==> config.mk <==
export PLATFORM = sky130hd
export DESIGN_NAME = tremolo_lfo_multi
export DESIGN_NICKNAME = d
export VERILOG_FILES = /design/src/rtl/tremolo_lfo_multi.sv
export SDC_FILE = /design/constraint.sdc
export NUM_CORES = 1
export LEC_CHECK = 0
export CORE_ASPECT_RATIO = 1.4
export CORE_UTILIZATION = 55
export DETAILED_ROUTE_END_ITERATION = 16
export PLACE_DENSITY = 0.87
export REMOVE_ABC_BUFFERS = 1
export SLEW_MARGIN = 20
export SYNTH_ARGS = -nofsm -noshare
export SYNTH_HDL_FRONTEND = slang
export SYNTH_SLANG_ARGS = --single-unit
==> constraint.sdc <==
create_clock -name clk -period 3.45 [get_ports clk]
set_clock_uncertainty 0.2 [all_clocks]
set_input_delay 0.5175 -clock clk [delete_from_list [all_inputs] [get_ports clk]]
set_output_delay 0.5175 -clock clk [all_outputs]
set_load 0.01 [all_outputs]
==> src/rtl/tremolo_lfo_multi.sv <==
// Multi-bank tremolo LFO: one triangle phase counter per register bank,
// depth-scaled attenuation returned two clocks after the lookup slot.
module tremolo_lfo_multi #(
   parameter int NUM_BANKS     = 2,
   parameter int BANK_WIDTH    = 1,
   parameter int OP_WIDTH      = 5,
   parameter int INDEX_WIDTH   = 14,
   parameter int MAX_COUNT     = 13440,
   parameter int STEP_SHIFT    = 8,
   parameter int PEAK          = 26,
   parameter int AM_WIDTH      = 5,
   parameter int SHALLOW_SHIFT = 2
) (
   input  logic                  clk,
   input  logic                  reset_n,
   input  logic                  sample_clk_en,
   input  logic [BANK_WIDTH-1:0] bank_num,
   input  logic [OP_WIDTH-1:0]   op_num,
   input  logic                  dam,
   input  logic [NUM_BANKS-1:0]  lfo_clear,
   input  logic [NUM_BANKS-1:0]  lfo_hold,
   output logic [AM_WIDTH-1:0]   am_val_p2
);

   localparam logic [INDEX_WIDTH-1:0] LAST_L  = INDEX_WIDTH'(MAX_COUNT - 1);
   localparam logic [INDEX_WIDTH-1:0] PEAK_L  = INDEX_WIDTH'(PEAK);
   localparam logic [INDEX_WIDTH-1:0] PEAK2_L = INDEX_WIDTH'(2 * PEAK);

   logic [INDEX_WIDTH-1:0] r_idx [NUM_BANKS];
   logic [NUM_BANKS-1:0]   w_tick;
   logic [BANK_WIDTH-1:0]  r_bank_p1;
   logic                   r_dam_p1;
   logic [INDEX_WIDTH-1:0] w_idx;
   logic                   w_valid;
   logic [INDEX_WIDTH-1:0] w_raw;
   logic [INDEX_WIDTH-1:0] w_tri_full;
   logic [AM_WIDTH-1:0]    w_tri;

   always_comb begin
      w_tick = '0;
      for (int b = 0; b < NUM_BANKS; b++)
         w_tick[b] = sample_clk_en && (op_num == '0) &&
                     (int'(bank_num) == b);
   end

   always_ff @(posedge clk or negedge reset_n) begin
      if (!reset_n) begin
         for (int b = 0; b < NUM_BANKS; b++)
            r_idx[b] <= '0;
      end else begin
         for (int b = 0; b < NUM_BANKS; b++) begin
            if (lfo_clear[b])
               r_idx[b] <= '0;
            else if (lfo_hold[b])
               r_idx[b] <= r_idx[b];
            else if (w_tick[b])
               r_idx[b] <= (r_idx[b] == LAST_L) ? '0 : r_idx[b] + 1'b1;
         end
      end
   end

   // Out-of-range banks select nothing and yield zero attenuation.
   always_comb begin
      w_idx   = '0;
      w_valid = 1'b0;
      for (int b = 0; b < NUM_BANKS; b++) begin
         if (int'(r_bank_p1) == b) begin
            w_idx   = r_idx[b];
            w_valid = 1'b1;
         end
      end
   end

   always_comb begin
      w_raw      = w_idx >> STEP_SHIFT;
      w_tri_full = (w_raw <= PEAK_L) ? w_raw : PEAK2_L - w_raw;
      w_tri      = w_valid ? AM_WIDTH'(w_tri_full) : '0;
   end

   always_ff @(posedge clk or negedge reset_n) begin
      if (!reset_n) begin
         r_bank_p1 <= '0;
         r_dam_p1  <= 1'b0;
         am_val_p2 <= '0;
      end else begin
         r_bank_p1 <= bank_num;
         r_dam_p1  <= dam;
         am_val_p2 <= r_dam_p1 ? w_tri : w_tri >> SHALLOW_SHIFT;
      end
   end

endmodule

==> metrics.md, run 1 <==
| Metric | Value |
|---|---|
| Status | complete, no violations |
| HP Class | flop to flop |
| Main synth FF type | dfrtp_1 |
| CTS buffer count | 5 |
| CTS Buffer Depth | 2 |
| GPL Wtd Cong | 0.922 |
| Post-DP HPWL | 3020 um |
| Worst setup path class | flop to flop |
| Max cap viols | 0 |
| Die ar. | just over 4000 um^2 |
| GR Overflow Total | 0 |
| Post-CTS Setup Bufs | 0 |
| Pwr Density | 311 nW/um^2 |
| Largest net degree at the start of global routing | 36 |
| Max Freq | 396 MHz |
| N_diodes | 0 |
| Synth unique cells | 50 |
| CP Launch Type | flop |
| Post-placement cell count | 277 |
| Crit Path Max Fanout | 17 |
| Total track usage | 0.245 |
| Detailed-route wire length per cell | 14.6 um |
| Number of global-route vias before repair | 1606 |
| Die height | 75.5 um |
| Share of layout cells above drive strength 1 | 0.103 |
| EDFF count, synth | 0 |
| I/O Buffers | 18 |
| Final WL | 4170 um |
| Max rail drop VDD | approximately 0.29 mV |
| TNS Setup | 0 ps |
| Vias per Instance | just under 6 |
| Clock Pin Slew Worst Setup and Hold Paths | 70 ps |
| Critical path's top delay family | flip-flops |
| Fill cells | 292 |
| Warnings from Yosys | 0 |
| Post-route DRC | 0 |
| CP max stage delay | 730 ps |
| Final worst path period share | 0.732 |
| Slew @ Worst Pin | 599 ps |
| Syn Inst Count | approximately 220 |
| Non-Filler Instances | 285 |
| Total power | 0.750 mW |
| Root buf cell | clkbuf_8 |
| Core ar. | 3680 um^2 |
| Synthesis-stage register bit count | 35 |
| Cts-stage hold buffer count | 0 |
| Register area share after synthesis | 0.413 |
| Lkg Pwr | 1.04 nW |
| Avg Synthesized Cell Area | ~9.6 um^2 |
| Antenna viol nets, final | 0 |
| Area growth syn-to-layout | 13.7% |
| CTS HTree Levels | 2 |
| Worst EP required | 3430 ps |
| CTS tree | yes |
| Ports | 19 |
| Buf+Inv Stages, Crit Path | 0 |
| Relative slew slack | 0.601 |
| Max-slew violations | 0 |
| Via count | 1697 |
| Post-route minimum period | 2530 ps |
| Critical Path AT | between 2000 and 3000 ps |
| # rows | 26 |
| Clk sinks | 35 |
| CP Capture Type | flop |
| Later-pin clock latency in the skew report | 290 ps |
| Global-route wire length before repair | 7160 um |
| Post-CTS sizing | 0 |
| Ys async rst share | 1.00 |
| Critical-path cell list | mux2i_1 -> ha_1 -> nor2b_1 -> nor3b_1 -> o22ai_1 -> xor2_1 -> mux2_2 |
| Antenna violations before repair | 0 |
| Hold Fails Final Rpt | 0 |
| Initial drt markers | 37 |
| Detailed Routing Iterations Pass 1 | 4 |
| Initial Util | 0.577 |
| Slowest CP cell | dfrtp_1 |
| Fin nets | 260 |
| Final Setup Violations | 0 |
| Post-Syn Area | between 2000 and 2500 um^2 |
| RSZ-0062 raised after global routing | no |
| Die width | 54.5 um |
-- final timing paths --
check | slack [ps] | endpoint | start | cells past startpoint
setup / recovery | 920 | am_val_p2[2]$_DFF_PN0_ | r_bank_p1$_DFF_PN0_ | 7
hold / removal | 320 | am_val_p2[1]$_DFF_PN0_ | r_dam_p1$_DFF_PN0_ | 1
min in group asynchronous | 440 | r_dam_p1$_DFF_PN0_ | reset_n | 2
hold reg to reg | 320 | am_val_p2[1]$_DFF_PN0_ | r_dam_p1$_DFF_PN0_ | 1
max in group asynchronous | 2300 | r_idx[14]$_DFFE_PN0P_ | reset_n | 2
setup reg to reg | 920 | am_val_p2[2]$_DFF_PN0_ | r_bank_p1$_DFF_PN0_ | 7
-- sequential cells by signal (all words and copies together) (netlist names) --
| name | flops |
|---|---|
| r_bank_p1 | 1 |
| r_dam_p1 | 1 |
| r_idx | 28 |
| am_val_p2 | 5 |
-- layout make-up --
type	instances	area (um^2)	share of cell area
flip-flops and latches	35	876	0.363
clock buffers	7	76.3	0.0317
repair buffers	19	188	0.0778
multi-input cells	177	1200	0.497
inverters	4	15.0	0.00623
well taps	42	52.6	0.0218
clock inverters	1	5.00	0.00208
-- synth_stat cells (5+ instances only) --
master,number,area (um^2)
dfrtp_1,35,876
nor2_1,32,120
nand2_1,21,78.8
nand3_1,11,55.1
xnor2_1,10,87.6
nor3_1,8,40.0
xor2_1,8,70.1
mux2i_1,7,70.1
nand4_1,6,37.5
a21oi_1,5,25.0
a31oi_1,5,31.3
-- layout by cell type, fill, tap and decap left out, drive strengths merged, types with 4 or more instances in the layout --
| cell type | n |
|---|---|
| o211ai | 4 |
| xnor2 | 10 |
| nor2b | 4 |
| a22o | 4 |
| nor2 | 33 |
| nand2 | 21 |
| nor3 | 10 |
| clkbuf | 7 |
| clkdlybuf4s50 | 18 |
| a31oi | 5 |
| xor2 | 8 |
| nand4 | 6 |
| o21ai | 4 |
| ha | 4 |
| a21oi | 6 |
| dfrtp | 35 |
| mux2i | 7 |
| inv | 4 |
| nand3 | 11 |
| and2 | 4 |
| a21o | 4 |
-- power by group --
group	internal, mW	switching [mW]	leakage, nW	total, mW
registers	0.411	0.00389	0.485	0.415
logic	0.0213	0.0241	0.516	0.0455
clock network	0.142	0.147	0.0422	0.289
total	0.574	0.175	1.04	0.750
-- kinds of logic (layout without fill, tap and decap cells) --
| family | Yosys count | in the layout | share of synthesized area |
|---|---|---|---|
| and+or+nand+nor | 110 | 110 | 0.302 |
| muxes | 10 | 10 | 0.0490 |
| buffers and inverters | 9 | 31 | 0.0218 |
| xor gates and xnor gates | 18 | 18 | 0.0743 |
| AOI/OAI and AO/OA | 35 | 35 | 0.116 |
| DFF | 35 | 35 | 0.413 |
| adders and majority gates | 4 | 4 | 0.0236 |
-- metrics by stage --
| step | worst slack [ps] | hold slack, ps | util | cell area [um^2] |
|---|---|---|---|---|
| 2_1_floorplan | 1220 | 21.9 | - | 2090 |
| 3_3_place_gp | 850 | 310 | 0.634 | 2330 |
| 3_5_place_dp | 813 | 310 | 0.634 | 2330 |
| 4_1_cts | 938 | 320 | 0.656 | 2410 |
| 5_1_grt | 678 | 364 | 0.656 | 2410 |
| 6_report | 925 | 316 | 0.656 | 2410 |
-- layer usage --
layer / GRT usage / up-vias / part of all wire
met4: 0.128 / 0 / 0.031
met5: 0 / - / 0
met3: 0.0659 / 12 / 0.044
met1: 0.311 / 801 / 0.43
met2: 0.377 / 46 / 0.49
li1: - / 838 / -
(Power assumes the default switching activity.)
==> run 2, diff against run 1 <==
clock period = 2.51 ns   (was 3.45 ns; I/O delays follow)
==> metrics.md, run 2 (synthesis results as in run 1) <==
| Metric | Value |
|---|---|
| Critical Path AT | ~2200 ps |
| Slowest CP cell | dfrtp_1 |
| Final WL | 4350 um |
| # rows | 26 |
| Area growth syn-to-layout | 15.4% |
| Non-Filler Instances | 288 |
| Vias per Instance | 6.09 |
| Post-CTS sizing | 0 |
| Global-route wire length before repair | 7350 um |
| Cell area after layout | roughly 2400 um^2 |
| Number of global-route vias before repair | 1704 |
| Initial drt markers | 36 |
| Pwr Density | 431 nW/um^2 |
| Worst setup path class | flop to flop |
| DP Area | 2360 um^2 |
| Lkg Pwr | 1.07 nW |
| Relative slew slack | 0.616 |
| CTS HTree Levels | 2 |
| GPL Wtd Cong | 0.864 |
| Hold Fails Final Rpt | 0 |
| Worst EP required | roughly 2600 ps |
| N_diodes | 0 |
| Max-slew violations | 0 |
| Ports | 19 |
| Post-route DRC | 0 |
| Antenna viol nets, final | 0 |
| CP max stage delay | around 450 ps |
| Final worst path period share | 0.876 |
| Post-placement cell count | between 200 and 300 |
| Slew @ Worst Pin | roughly 580 ps |
| Clk sinks | 35 |
| CTS tree | yes |
| Detailed-route wire length per cell | 15.1 um |
| Final Setup Violations | 0 |
| Post-CTS Setup Bufs | 0 |
| Crit Path Max Fanout | 5 |
| Post-DP HPWL | 3120 um |
| Max reg flops | 28 |
| Post-route minimum period | 2200 ps |
| Status | complete, no violations |
| Detailed Routing Iterations Pass 1 | 4 |
| Clock Pin Slew Worst Setup and Hold Paths | 70 ps |
| Most frequent cells in the layout | dfrtp_1, nor2_1, nand2_1, clkdlybuf4s50_1, nand3_1 |
| Most flop-heavy register | r_idx |
| Worst R2R Path Depth | 6 |
| Max cap viols | 0 |
| GR Overflow Total | 0 |
| Core ar. | 3680 um^2 |
| Share of layout cells above drive strength 1 | 0.122 |
| Initial Util | 0.577 |
| Die width | 54.5 um |
| Die height | roughly 75 um |
| Final design utilization | 0.666 |
| CP Capture Type | flop |
| CTS Buffer Depth | 2 |
| Hold slack | 286 ps |
| R2R setup slack | between 300 and 400 ps |
| Antenna violations before repair | 0 |
| Total track usage | 0.253 |
| FF-to-FF Start | r_bank_p1$_DFF_PN0_ |
| Via count | 1755 |
| CP Launch Type | flop |
| Max Freq | 455 MHz |
| Root buf cell | clkbuf_8 |
| Commonest non-fill, non-tap cell in the layout | dfrtp_1 |
| Die ar. | about 4100 um^2 |
| Cts-stage hold buffer count | 0 |
| Later-pin clock latency in the skew report | roughly 290 ps |
| Largest net degree at the start of global routing | 36 |
| RSZ-0062 raised after global routing | no |
| Largest registers | r_idx (28), am_val_p2 (5) |
| Fin nets | around 260 |
| Max rail drop VDD | 0.395 mV |
| TNS Setup | 0 ps |
| R2R Path End | am_val_p2[2]$_DFF_PN0_ |
| I/O Buffers | 18 |
| CTS buffer count | 5 |
| HP Class | primary input to asynchronous set/reset pin |
| Critical-path cell list | mux2i_1 -> inv_1 -> ha_1 -> o311a_1 -> a211oi_1 -> mux2_2 |
| Worst Setup SP | r_bank_p1$_DFF_PN0_ |
==> run 2: where the power goes <==
part           internal [mW]  switching [mW]
Combinational         0.0311          0.0374
Clock                  0.215           0.204
Sequential             0.566         0.00248
Total                  0.812           0.243
==> run 2: worst max-delay path: cells and delay by family, from the launching register on <==
kind | cells | cell delay, ps
flops | 1 | 450
fa+ha+maj | 1 | 230
compound gates | 2 | 620
buf+inv | 1 | 80
mux | 2 | 570
==> run 2: layer usage <==
| layer | GRT usage | vias up | part of all wire |
|---|---|---|---|
| met2 | 0.419 | 52 | 0.52 |
| met3 | 0.0699 | 10 | 0.042 |
| met4 | 0.142 | 0 | 0.024 |
| met5 | 0 | - | 0 |
| li1 | - | 850 | - |
| met1 | 0.286 | 843 | 0.42 |
==> run 2: worst max path at each step <==
stage	endpoint
3_3_place_gp	r_idx[23]$_DFFE_PN0P_
2_1_floorplan	am_val_p2[2]$_DFF_PN0_
5_1_grt	am_val_p2[2]$_DFF_PN0_
3_5_place_dp	r_idx[10]$_DFFE_PN0P_
4_1_cts	am_val_p2[2]$_DFF_PN0_
6_report	am_val_p2[2]$_DFF_PN0_
==> run 2: layout make-up <==
type                       instances  area (um^2)
fill                             322         1230
multi-input combinational        177         1200
sequential                        35          876
timing repair buffer              23          218
clock buffer                       6         82.6
tap                               42         52.6
inverter                           4         15.0
clock inverter                     1         5.00
==> run 2: metrics by stage <==
stage | setup WS, ps | total power [mW]
5_1_grt | 117 | 1.10
3_3_place_gp | 133 | 0.646
6_report | 311 | 1.06
3_5_place_dp | 102 | 0.648
4_1_cts | 276 | 1.07
2_1_floorplan | 276 | 0.601
==> run 3, diff against run 2 <==
CORE_MARGIN = 4   (was not set)
==> metrics.md, run 3 (synthesis results as in run 1) <==
| Metric | Value |
|---|---|
| Worst setup path class | flop to flop |
| CP Capture Type | flop |
| I/O Buffers | 18 |
| Area of the multi-input gates | 1200 um^2 |
| Storage element area | 876 um^2 |
| Fin nets | 265 |
| CTS buffer count | 5 |
| Non-Filler Instances | 290 |
| Post-route minimum period | 2190 ps |
| Die width | between 60 and 70 um |
| Status | complete, no violations |
| Max reg flops | 28 |
| Antenna viol nets, final | 0 |
| Post-DP HPWL | 3180 um |
| Clk sinks | 35 |
| GPL Wtd Cong | ~0.86 |
| Number of global-route vias before repair | between 1.5k and 2k |
| RSZ-0062 raised after global routing | no |
| Max cap viols | 0 |
| # rows | 26 |
| GR Overflow Total | 0 |
| Vias per Instance | 6.12 |
| Commonest non-fill, non-tap cell in the layout | dfrtp_1 |
| HP Class | primary input to asynchronous set/reset pin |
| Die ar. | 4930 um^2 |
| Largest registers | r_idx (28), am_val_p2 (5) |
| Share of layout cells above drive strength 1 | 0.125 |
| Most flop-heavy register | r_idx |
| Root buf cell | clkbuf_8 |
| Final worst path period share | 0.873 |
| Max rail drop VDD | 0.379 mV |
| CTS Buffer Depth | 2 |
| Slew @ Worst Pin | 510 ps |
| CP max stage delay | 430 ps |
| Global-route wire length before repair | 7570 um |
| Area growth syn-to-layout | 16.3% |
| Post-CTS Setup Bufs | 0 |
| Crit Path Max Fanout | 4 |
| Detailed Routing Iterations Pass 1 | 4 |
| Final Setup Violations | 0 |
| Post-CTS sizing | 0 |
| CTS tree | yes |
| Detailed-route wire length per cell | 15.0 um |
| Relative slew slack | 0.660 |
| Hold Fails Final Rpt | 0 |
| Lkg Pwr | approximately 1.1 nW |
| Post-route DRC | 0 |
| Post-placement cell count | 282 |
| Ports | 19 |
| Fill cells | 295 |
| Clock Pin Slew Worst Setup and Hold Paths | 70 ps |
| Largest net degree at the start of global routing | 36 |
| Total track usage | 0.205 |
| Most frequent cells in the layout | dfrtp_1, nor2_1, nand2_1, clkdlybuf4s50_1, nand3_1 |
| Core ar. | between 3000 and 4000 um^2 |
| Max-slew violations | 0 |
| Total power | 1.10 mW |
| Via count | 1775 |
| Initial Util | 0.577 |
| N_diodes | 0 |
| Antenna violations before repair | 0 |
| Later-pin clock latency in the skew report | 300 ps |
| CTS HTree Levels | 2 |
| Critical Path AT | 2180 ps |
| Pwr Density | 445 nW/um^2 |
| Buf+Inv Stages, Crit Path | 0 |
| Max Freq | between 400 and 500 MHz |
| Critical-path cell list | mux2i_1 -> ha_1 -> nor2b_1 -> nor3b_1 -> o22ai_1 -> xor2_1 -> mux2_2 |
| CP Launch Type | flop |
| Slowest CP cell | dfrtp_1 |
| Worst EP required | 2500 ps |
| TNS Setup | 0 ps |
| Die height | 81.5 um |
| Initial drt markers | 36 |
| Cts-stage hold buffer count | 0 |
| Final WL | 4360 um |
| Critical path's top delay family | multiplexers |
## run 3: cell count changes in the layout (fill, tap and decap cells not counted)
cell / previous run / this run
clkbuf_1: 0 / 1
clkinv_2: 1 / 0
buf_4: 5 / 6
clkbuf_8: 6 / 7
## run 3: layout make-up
| type | instances | share of cell area |
|---|---|---|
| repair buffers | 24 | 0.0913 |
| multi-input cells | 177 | 0.486 |
| well taps | 42 | 0.0213 |
| inverters | 4 | 0.00609 |
| clock buffers | 8 | 0.0406 |
| flip-flops and latches | 35 | 0.355 |
## run 3: worst register-to-register path, cell delays in order, from the launching register on
cell,delay [ps]
dfrtp_1,430
mux2i_1,380
ha_1,280
nor2b_1,70
nor3b_1,180
o22ai_1,110
xor2_1,170
mux2_2,270
## run 3: worst paths after layout
check	from	end	cells after the start	slack, ps
setup reg to reg	r_bank_p1$_DFF_PN0_	am_val_p2[2]$_DFF_PN0_	7	320
setup / recovery	r_bank_p1$_DFF_PN0_	am_val_p2[2]$_DFF_PN0_	7	320
min in group clk	dam	r_dam_p1$_DFF_PN0_	1	310
hold / removal	reset_n	am_val_p2[4]$_DFF_PN0_	2	280
hold reg to reg	r_dam_p1$_DFF_PN0_	am_val_p2[1]$_DFF_PN0_	1	320
max in group asynchronous	reset_n	r_idx[4]$_DFFE_PN0P_	2	1510
## run 3: stage by stage
step                hold WS, ps   util  area [um^2]  worst slack, ps
floorplan                  -119      -         2090              276
global placement            303  0.644         2370              131
detailed placement          315  0.644         2370             90.6
CTS                         305  0.671         2470              306
global route                316  0.671         2470              171
finish                      284  0.671         2470              318
## run 3: metal layers
layer	part of all wire	up-vias	global-route usage	wire, um
met5	0	-	0	0
met4	0.024	0	0.108	106
met3	0.047	11	0.0550	205
met2	0.51	50	0.338	2230
met1	0.42	861	0.240	1820
li1	-	853	-	-
## run 3: where the power goes
group / switching (mW) / internal, mW
Clock: 0.211 / 0.251
Sequential: 0.00215 / 0.565
Combinational: 0.0376 / 0.0322
Total: 0.250 / 0.848
